<file path="src/rtl/fc2_spike_serializer_if.sv">
// Spike-stream bus between the LIF1 producer, the serializer and the FC2_LIF2 receiver.
// Carries the parallel capture handshake and the serial address/data pair.
interface fc2_spike_serializer_if #(
  parameter int unsigned INPUT_NODES = 20
);
  logic [INPUT_NODES-1:0] spk_in;
  logic                   spk_in_valid;
  logic                   spk_in_ready;
  logic                   fc_addra_valid;
  logic                   input_fc_array;

  // Upstream producer / downstream observer side
  modport master (
    output spk_in,
    output spk_in_valid,
    input  spk_in_ready,
    input  fc_addra_valid,
    input  input_fc_array
  );

  // Serializer side
  modport slave (
    input  spk_in,
    input  spk_in_valid,
    output spk_in_ready,
    output fc_addra_valid,
    output input_fc_array
  );
endinterface

</file>
<file path="src/rtl/fc2_spike_serializer.sv">
// FC2 spike serializer: captures a parallel LIF1 spike vector and emits it one bit per
// cycle as an INPUT_NODES+1 slot frame on fc_addra_valid/input_fc_array, then idles for
// GAP_CYCLES so the receiver can drain. Optional SPK_TX_DBUF_EN adds a pending capture
// register so the next vector can be accepted while a frame is in flight.
module fc2_spike_serializer #(
  parameter int unsigned INPUT_NODES = 20,
  parameter int unsigned DATA_DLY    = 1,
  parameter int unsigned GAP_CYCLES  = 6,
  parameter int unsigned CNT_W       = 16
) (
  input  logic                 clk,
  input  logic                 reset,
  fc2_spike_serializer_if.slave spk_bus,
  output logic                 busy,
  output logic                 frame_done,
  output logic [CNT_W-1:0]     frame_cnt
);

  localparam int unsigned IDX_W = $clog2(INPUT_NODES + 1);
  localparam int unsigned GAP_W = $clog2(GAP_CYCLES + 1);

  typedef enum logic [1:0] {IDLE, SEND, GAP} state_t;

  state_t                 state, state_n;
  logic [IDX_W-1:0]       idx, idx_n;
  logic [GAP_W-1:0]       gap_cnt, gap_cnt_n;
  logic [INPUT_NODES-1:0] shadow, shadow_n;
  logic                   capture;
  logic                   last_gap;

  // Registered-output next values
  logic                   valid_d, bit_d, busy_d, done_d, ready_d;
  logic [CNT_W-1:0]       cnt_d;
  logic                   valid_q, ready_q;
  logic [DATA_DLY:0]      line;

`ifdef SPK_TX_DBUF_EN
  logic [INPUT_NODES-1:0] pending, pending_n;
  logic                   pend_valid, pend_valid_n;
`endif

  assign capture  = spk_bus.spk_in_valid && ready_q;
  assign last_gap = (state == GAP) && (gap_cnt == GAP_W'(GAP_CYCLES - 1));

  assign spk_bus.spk_in_ready   = ready_q;
  assign spk_bus.fc_addra_valid = valid_q;
  assign spk_bus.input_fc_array = line[DATA_DLY];

  // State, datapath and output registers
  always_ff @(posedge clk) begin
    if (reset) begin
      state      <= IDLE;
      idx        <= '0;
      gap_cnt    <= '0;
      shadow     <= '0;
      valid_q    <= 1'b0;
      ready_q    <= 1'b0;
      busy       <= 1'b0;
      frame_done <= 1'b0;
      frame_cnt  <= '0;
      line       <= '0;
`ifdef SPK_TX_DBUF_EN
      pending    <= '0;
      pend_valid <= 1'b0;
`endif
    end else begin
      state      <= state_n;
      idx        <= idx_n;
      gap_cnt    <= gap_cnt_n;
      shadow     <= shadow_n;
      valid_q    <= valid_d;
      ready_q    <= ready_d;
      busy       <= busy_d;
      frame_done <= done_d;
      frame_cnt  <= cnt_d;
      // Stage 0 is co-registered with valid; further stages model ROM read latency
      line[0]    <= bit_d;
      for (int unsigned i = 1; i <= DATA_DLY; i++) begin
        line[i] <= line[i-1];
      end
`ifdef SPK_TX_DBUF_EN
      pending    <= pending_n;
      pend_valid <= pend_valid_n;
`endif
    end
  end

  // Next-state: IDLE -> SEND -> GAP -> IDLE (or straight back to SEND when a vector waits)
  always_comb begin
    state_n   = state;
    idx_n     = idx;
    gap_cnt_n = gap_cnt;
    shadow_n  = shadow;
`ifdef SPK_TX_DBUF_EN
    pending_n    = pending;
    pend_valid_n = pend_valid;
`endif
    case (state)
      IDLE: begin
        if (capture) begin
          state_n  = SEND;
          idx_n    = '0;
          shadow_n = spk_bus.spk_in;
        end
      end
      SEND: begin
        if (idx == IDX_W'(INPUT_NODES)) begin
          state_n   = GAP;
          gap_cnt_n = '0;
        end else begin
          idx_n = idx + 1'b1;
        end
      end
      GAP: begin
        if (last_gap) begin
`ifdef SPK_TX_DBUF_EN
          // A capture landing on the final gap cycle goes straight to shadow so it
          // cannot strand in pending while the FSM sits in IDLE.
          if (pend_valid) begin
            state_n      = SEND;
            idx_n        = '0;
            shadow_n     = pending;
            pend_valid_n = 1'b0;
          end else if (capture) begin
            state_n  = SEND;
            idx_n    = '0;
            shadow_n = spk_bus.spk_in;
          end else begin
            state_n = IDLE;
          end
`else
          state_n = IDLE;
`endif
        end else begin
          gap_cnt_n = gap_cnt + 1'b1;
        end
      end
      default: state_n = IDLE;
    endcase
`ifdef SPK_TX_DBUF_EN
    if (capture && (state != IDLE) && !last_gap) begin
      pending_n    = spk_bus.spk_in;
      pend_valid_n = 1'b1;
    end
`endif
  end

  // Output decode, registered one cycle behind the state
  always_comb begin
    valid_d = (state == SEND);
    bit_d   = (state == SEND) && (idx < IDX_W'(INPUT_NODES)) && shadow[idx];
    busy_d  = (state != IDLE);
    done_d  = last_gap;
    cnt_d   = last_gap ? frame_cnt + 1'b1 : frame_cnt;
`ifdef SPK_TX_DBUF_EN
    ready_d = !pend_valid_n;
`else
    ready_d = (state_n == IDLE);
`endif
  end

endmodule

</file>
<file path="src/flat_wrapper.sv">
// flat-port wrapper written by rule: the top's interface ports become plain ports
module fc2_spike_serializer_flat 
#(
  parameter int unsigned INPUT_NODES = 20,
  parameter int unsigned DATA_DLY    = 1,
  parameter int unsigned GAP_CYCLES  = 6,
  parameter int unsigned CNT_W       = 16
)
  (clk, reset, busy, frame_done, frame_cnt, spk_bus_spk_in, spk_bus_spk_in_valid, spk_bus_spk_in_ready, spk_bus_fc_addra_valid, spk_bus_input_fc_array);
  fc2_spike_serializer_if #(.INPUT_NODES(INPUT_NODES)) spk_bus_i ();
  input  logic clk;
  input  logic reset;
  output logic busy;
  output logic frame_done;
  output logic [CNT_W-1:0] frame_cnt;
  input wire logic [$bits(spk_bus_i.spk_in)-1:0] spk_bus_spk_in;
  input wire logic [$bits(spk_bus_i.spk_in_valid)-1:0] spk_bus_spk_in_valid;
  output wire logic [$bits(spk_bus_i.spk_in_ready)-1:0] spk_bus_spk_in_ready;
  output wire logic [$bits(spk_bus_i.fc_addra_valid)-1:0] spk_bus_fc_addra_valid;
  output wire logic [$bits(spk_bus_i.input_fc_array)-1:0] spk_bus_input_fc_array;
  assign spk_bus_i.spk_in = spk_bus_spk_in;
  assign spk_bus_i.spk_in_valid = spk_bus_spk_in_valid;
  assign spk_bus_spk_in_ready = spk_bus_i.spk_in_ready;
  assign spk_bus_fc_addra_valid = spk_bus_i.fc_addra_valid;
  assign spk_bus_input_fc_array = spk_bus_i.input_fc_array;
  fc2_spike_serializer #(.INPUT_NODES(INPUT_NODES), .DATA_DLY(DATA_DLY), .GAP_CYCLES(GAP_CYCLES), .CNT_W(CNT_W)) u_core (.clk(clk), .reset(reset), .spk_bus(spk_bus_i), .busy(busy), .frame_done(frame_done), .frame_cnt(frame_cnt));
endmodule
</file>
<file path="config.mk">
export PLATFORM = sky130hd
export DESIGN_NAME = fc2_spike_serializer_flat
export DESIGN_NICKNAME = d
export VERILOG_FILES = /design/src/rtl/fc2_spike_serializer_if.sv /design/src/rtl/fc2_spike_serializer.sv /design/src/flat_wrapper.sv
export SDC_FILE = /design/constraint.sdc
export NUM_CORES = 1
export LEC_CHECK = 0
export CORE_ASPECT_RATIO = 0.5
export CORE_MARGIN = 4
export CORE_UTILIZATION = 55
export DETAILED_ROUTE_END_ITERATION = 16
export PLACE_DENSITY = 0.84
export SETUP_SLACK_MARGIN = 0.05
export SYNTH_ARGS = -nofsm -noshare
export SYNTH_HDL_FRONTEND = slang
export SYNTH_SLANG_ARGS = --single-unit
</file>
<file path="constraint.sdc">
create_clock -name clk -period 2.45 [get_ports clk]
set_input_delay 0.6125 -clock clk [delete_from_list [all_inputs] [get_ports clk]]
set_output_delay 0.6125 -clock clk [all_outputs]
set_load 0.02 [all_outputs]
</file>
# After elaboration in Yosys (flattened, before gate mapping)
# Cells that the tools add are included.
[totals]
register_bits = 52
latch_bits = 0
ram_bits = 0
rom_bits = 0
input_bits = 23
wordCells = 47
memories = 0
[classes]
addsub = 3
n_mul = 0
div = 0
n_lt_le_gt_ge = 2
eq_ne = 8
shift = 0
muxes = 12
bitwise = 0
reduce_logical = 12
[ops]
columns = ["op", "n"]
rows = [
  ["adder 16 x 1 -> 16 bit, second input constant", 1],
  ["2-to-1 mux 5 bit", 2],
  ["one-hot mux 5 bit (2 select lines)", 1],
  ["less-than comparator 5 x 6 -> 1 bit, second input constant", 1],
  ["2-to-1 mux 2 bit", 3],
  ["2-to-1 mux 3 bit", 2],
  ["inequality test 2 bit, second input constant", 3],
  ["one-hot mux 2 bit (3 select lines)", 1],
  ["one-hot mux 3 bit (2 select lines)", 1],
  ["AND reduction 3 bit", 2],
  ["nonzero test 2 bit", 3],
  ["adder 5 x 1 -> 5 bit, second input constant", 1],
  ["binary-select mux 1 bit (select 5 bit)", 1],
  ["equality test 5 bit, second input constant", 1],
  ["less-than comparator 5 bit, second input constant", 1],
  ["logical AND 1 bit", 4],
  ["logical NOT 2 bit", 2],
  ["adder 3 x 1 -> 3 bit, second input constant", 1],
  ["equality test 3 bit, second input constant", 1],
  ["equality test 2 x 1 -> 1 bit, second input constant", 1],
  ["equality test 2 bit, second input constant", 1],
  ["inequality test 2 x 1 -> 1 bit, second input constant", 1],
  ["AND reduction 2 bit", 1],
  ["2-to-1 mux 1 bit", 1],
]

# Longest topological paths before layout
[depth]
word_depth = 5
mapped_depth = 7
mapped_depth_nobuf = 6

# Worst setup path after synthesis
# No wires, ideal clock.
[synth_timing]
path_kind = "reg2reg"
from = "register u_core.frame_cnt[3]"
to = "register u_core.frame_cnt[13]"
setup_ns = 0.070
arrival_time_ns = 1.578
required_time_ns = 2.380
setup_slack_ns = 0.802
stages_incl_launch_ff = 6
path_buffers = 1
period_less_slack_ns = 1.648
cell_sequence = "dfxtp_1 -> buf_2 -> and3_1 -> nand3_2 -> or4_1 -> a21oi_1"
[synth_between]
elab_chain_len = 1
[synth_lines]
columns = ["element", "line", "text"]
rows = [
  ["start, declared", "fc2_spike_serializer.sv:16", "output logic [CNT_W-1:0] frame_cnt"],
  ["start signal, assigned", "fc2_spike_serializer.sv:75", "frame_cnt <= cnt_d;"],
  ["adder 16 x 1 -> 16 bit", "fc2_spike_serializer.sv:154", "cnt_d = last_gap ? frame_cnt + 1'b1 : frame_cnt;"],
]
# Every way passes these cells.
# A chain may end at the register's enable or synchronous reset.

# Worst setup path after layout
[layout_timing]
from = "register u_core.frame_cnt[3]"
to = "output frame_cnt[3]"
[layout_rtl]
columns = ["element", "line", "text"]
rows = [
  ["end, declared", "flat_wrapper.sv:15", "output logic [CNT_W-1:0] frame_cnt;"],
]
# No word-level cell between the ends.

==> metrics <==
run status completed; number of hold-slack violations in the final timing report 0; share of async-settable or async-resettable flops after synthesis 0%; final antenna-violating net count 0; number of maximum-capacitance violations 0; WP buf/inv 1; Slowest Stage Delay on Critical Path 0.67 ns; final estimated routing congestion in global placement 0.7695; RSZ-0062 raised after global routing false; Post-Syn Instances 255; kind of end point of the critical path primary output; number of instances resized during post-cts repair 0; Total GRT Usage 18.74%; port bufs 43; minimum setup slack among reg-to-reg paths 0.59 ns; Period Utilization, post-route 86.36%; routed wire length on met3 338 µm; final setup violating endpoints 0; highest layer used for signal routing met4; total inserted antenna cells 0; routed wl met2 2.358 mm; worst skew pair latency 0.31 ns; area of the die 5425 µm²; HPWL Detailed 3.546 mm; wire length of the first global-routing pass 7.976 mm; count of flip-flops with a built-in enable after synthesis 0; critical path class flip-flop to primary output; Max IR drop VDD 0.2940 mV; Rel. slew slack 61.13%; net count reported at finish 319; Post-DP Area 2761 µm²; number of H-tree levels 2; Critical Path RT 1.84 ns; TritonCTS clock tree yes; netlist area before placement 2340 µm²; Non-Filler Cell Area, Final 2869 µm²; shortest clock period the worst path allows after layout 2.116 ns; Initial Utilization 58.44%; Leak Pwr 1.010 nW; # IOs 44; cts-stage hold buffer count 0; number of remaining DRC errors 0; Reg2Reg Depth 4; critical path data arrival time 1.50 ns; largest net degree at the start of global routing 53; Most used DFF post-synth sky130_fd_sc_hd__dfxtp_1; # rows 16; worst hold path stage count 1; clock-pin slew on the worst setup and hold paths 0.09 ns; Die W 100.2 µm; Final Core Density 71.66%; wl on met1 2.195 mm; Max Clock Skew 0.007021 ns; number of synthesized register bits 52; initial antenna violation count 0; worst hold slack after final layout 0.4403 ns; Detailed Routing Iterations Pass 1 4; type of the most critical hold path flip-flop to flip-flop; final max-slew violation count 0; number of setup buffers added after CTS 0; cell type group with the largest total delay on the critical path buffers and inverters; CP max FO 10; f_max 472.6 MHz; vertical extent of the die 54.12 µm; number of nets produced by synthesis 282; launching point of the worst reg2reg path u_core.idx[0]; layout cell share with drive strength beyond 1 8.532%; CP Cell Sequence clkdlybuf4s50_1; syn_area_per_cell 9.175 µm²; initial detailed-routing violation count 139; average routed wire per standard cell 14.35 µm; areal power density over the cells 562.7 nW/µm²; number of distinct standard cells referenced by the synthesized netlist 46; core region area 4004 µm²; area added between synthesis and finish 22.62%; proportion of synthesized chip area in sequential cells 44.49%; clock buffer count from CTS 5; cell at the root of the clock tree sky130_fd_sc_hd__clkbuf_8; Worst R2R End u_core.line[0]; layout filler cell count 311; final setup TNS 0 ns; wirelength, routed 4.978 mm; maximum buffer depth of the clock tree 2; transition at the pin with the smallest max-transition slack 0.5822 ns; Min-Delay Endpoint u_core.line[1]; hold path start u_core.line[0]; detail-routed via count per cell 5.625; Syn. warnings 0; element type at the critical path start flip-flop; Sink Count 52; CP max-delay cell sky130_fd_sc_hd__clkdlybuf4s50_1; vias in the first global route 1795; vias after detailed routing 1952; total congestion overflow 0
-- metal layers --
metal | vias up | global-route usage, %
met2 | 65 | 32.24
met5 | - | 0
li1 | 970 | -
met3 | 12 | 4.916
met1 | 905 | 22.34
met4 | 0 | 9.172
-- worst max path at each step --
stage	cells after the start	endpoint	start	slack, ns
6_report	1	frame_cnt[3]	u_core.frame_cnt[3]	0.33
5_1_grt	1	frame_cnt[3]	u_core.frame_cnt[3]	0.29
4_1_cts	1	frame_cnt[3]	u_core.frame_cnt[3]	0.34
3_5_place_dp	5	u_core.idx[3]	spk_bus_spk_in_valid	0.28
3_3_place_gp	5	u_core.idx[3]	spk_bus_spk_in_valid	0.43
2_1_floorplan	5	u_core.frame_cnt[13]	u_core.frame_cnt[3]	0.80
-- final cells by class --
cell class | instances | area, µm² | area share [%]
tap | 54 | 67.56 | 2.355
timing repair buffer | 47 | 473.0 | 16.48
clock buffer | 6 | 72.57 | 2.529
sequential | 52 | 1041 | 36.28
inverter | 3 | 11.26 | 0.3925
clock inverter | 2 | 35.03 | 1.221
multi-input combinational | 183 | 1169 | 40.73
-- metrics by stage --
step                setup slack (ns)  instances  total power [mW]
finish                        0.3341        347             1.614
global route                  0.2853        347             1.668
CTS                           0.3350        347             1.619
detailed placement            0.2818        339             1.050
global placement              0.4276        339             1.043
floorplan                     0.8018        255            0.9860
-- Yosys cell counts (2+ instances only) --
| cell type | count | area share, % |
|---|---|---|
| sky130_fd_sc_hd__dfxtp_1 | 52 | 44 |
| sky130_fd_sc_hd__nand2_1 | 50 | 8.0 |
| sky130_fd_sc_hd__a21oi_1 | 33 | 7.1 |
| sky130_fd_sc_hd__nor2_1 | 15 | 2.4 |
| sky130_fd_sc_hd__xor2_1 | 8 | 3.0 |
| sky130_fd_sc_hd__clkbuf_1 | 7 | 1.1 |
| sky130_fd_sc_hd__nand3_1 | 6 | 1.3 |
| sky130_fd_sc_hd__mux2i_1 | 5 | 2.1 |
| sky130_fd_sc_hd__mux4_2 | 5 | 4.8 |
| sky130_fd_sc_hd__nand4_1 | 5 | 1.3 |
| sky130_fd_sc_hd__o31ai_1 | 5 | 1.6 |
| sky130_fd_sc_hd__or3_1 | 5 | 1.3 |
| sky130_fd_sc_hd__or4_1 | 5 | 1.6 |
| sky130_fd_sc_hd__ha_1 | 4 | 2.1 |
| sky130_fd_sc_hd__and3_1 | 3 | 0.80 |
| sky130_fd_sc_hd__buf_6 | 3 | 1.4 |
| sky130_fd_sc_hd__clkbuf_8 | 3 | 1.8 |
| sky130_fd_sc_hd__inv_1 | 3 | 0.48 |
| sky130_fd_sc_hd__o21ai_0 | 3 | 0.64 |
| sky130_fd_sc_hd__and2_1 | 2 | 0.53 |
| sky130_fd_sc_hd__and2b_2 | 2 | 0.75 |
| sky130_fd_sc_hd__buf_1 | 2 | 0.32 |
| sky130_fd_sc_hd__buf_2 | 2 | 0.43 |
| sky130_fd_sc_hd__nand2b_1 | 2 | 0.53 |
| sky130_fd_sc_hd__nor3_1 | 2 | 0.43 |
| sky130_fd_sc_hd__o2111ai_1 | 2 | 0.75 |
| sky130_fd_sc_hd__o211ai_1 | 2 | 0.64 |
-- placed cells by master, fill, tap and decap left out, types with 5 or more instances in the layout --
cell type and count:
sky130_fd_sc_hd__a21oi_1 33, sky130_fd_sc_hd__clkbuf_8 5, sky130_fd_sc_hd__clkdlybuf4s50_1 43, sky130_fd_sc_hd__dfxtp_1 52
sky130_fd_sc_hd__mux2i_1 5, sky130_fd_sc_hd__mux4_2 5, sky130_fd_sc_hd__nand2_1 50, sky130_fd_sc_hd__nand3_1 6
sky130_fd_sc_hd__nand4_1 5, sky130_fd_sc_hd__nor2_1 15, sky130_fd_sc_hd__o31ai_1 5, sky130_fd_sc_hd__or3_1 5
sky130_fd_sc_hd__or4_1 5, sky130_fd_sc_hd__xor2_1 8
-- where the power goes --
| part | internal, mW | switching [mW] |
|---|---|---|
| Clock | 0.303 | 0.281 |
| Sequential | 0.868 | 0.0188 |
| Combinational | 0.0748 | 0.0689 |
| Total | 1.25 | 0.368 |
-- sequential cells by signal, summed over array words and instances (netlist names) --
name                           flops
u_core.shadow                     20
u_core.frame_cnt                  16
u_core.idx                         5
u_core.gap_cnt                     3
u_core.line                        2
u_core.state                       2
u_core.busy                        1
u_core.frame_done                  1
u_core.spk_bus.fc_addra_valid      1
u_core.spk_bus.spk_in_ready        1
-- logic make-up (layout without fill, tap and decap cells) --
group | after synthesis | after routing | share of synthesized area [%]
buffers and inverters | 20 | 58 | 5.562
AOI/OAI and AO/OA | 50 | 50 | 12.73
adders and majority gates | 4 | 4 | 2.139
and+or+nand+nor | 109 | 109 | 24.28
muxes | 11 | 11 | 7.433
DFF | 52 | 52 | 44.49
xor gates and xnor gates | 9 | 9 | 3.369
(Power assumes the default switching activity.)
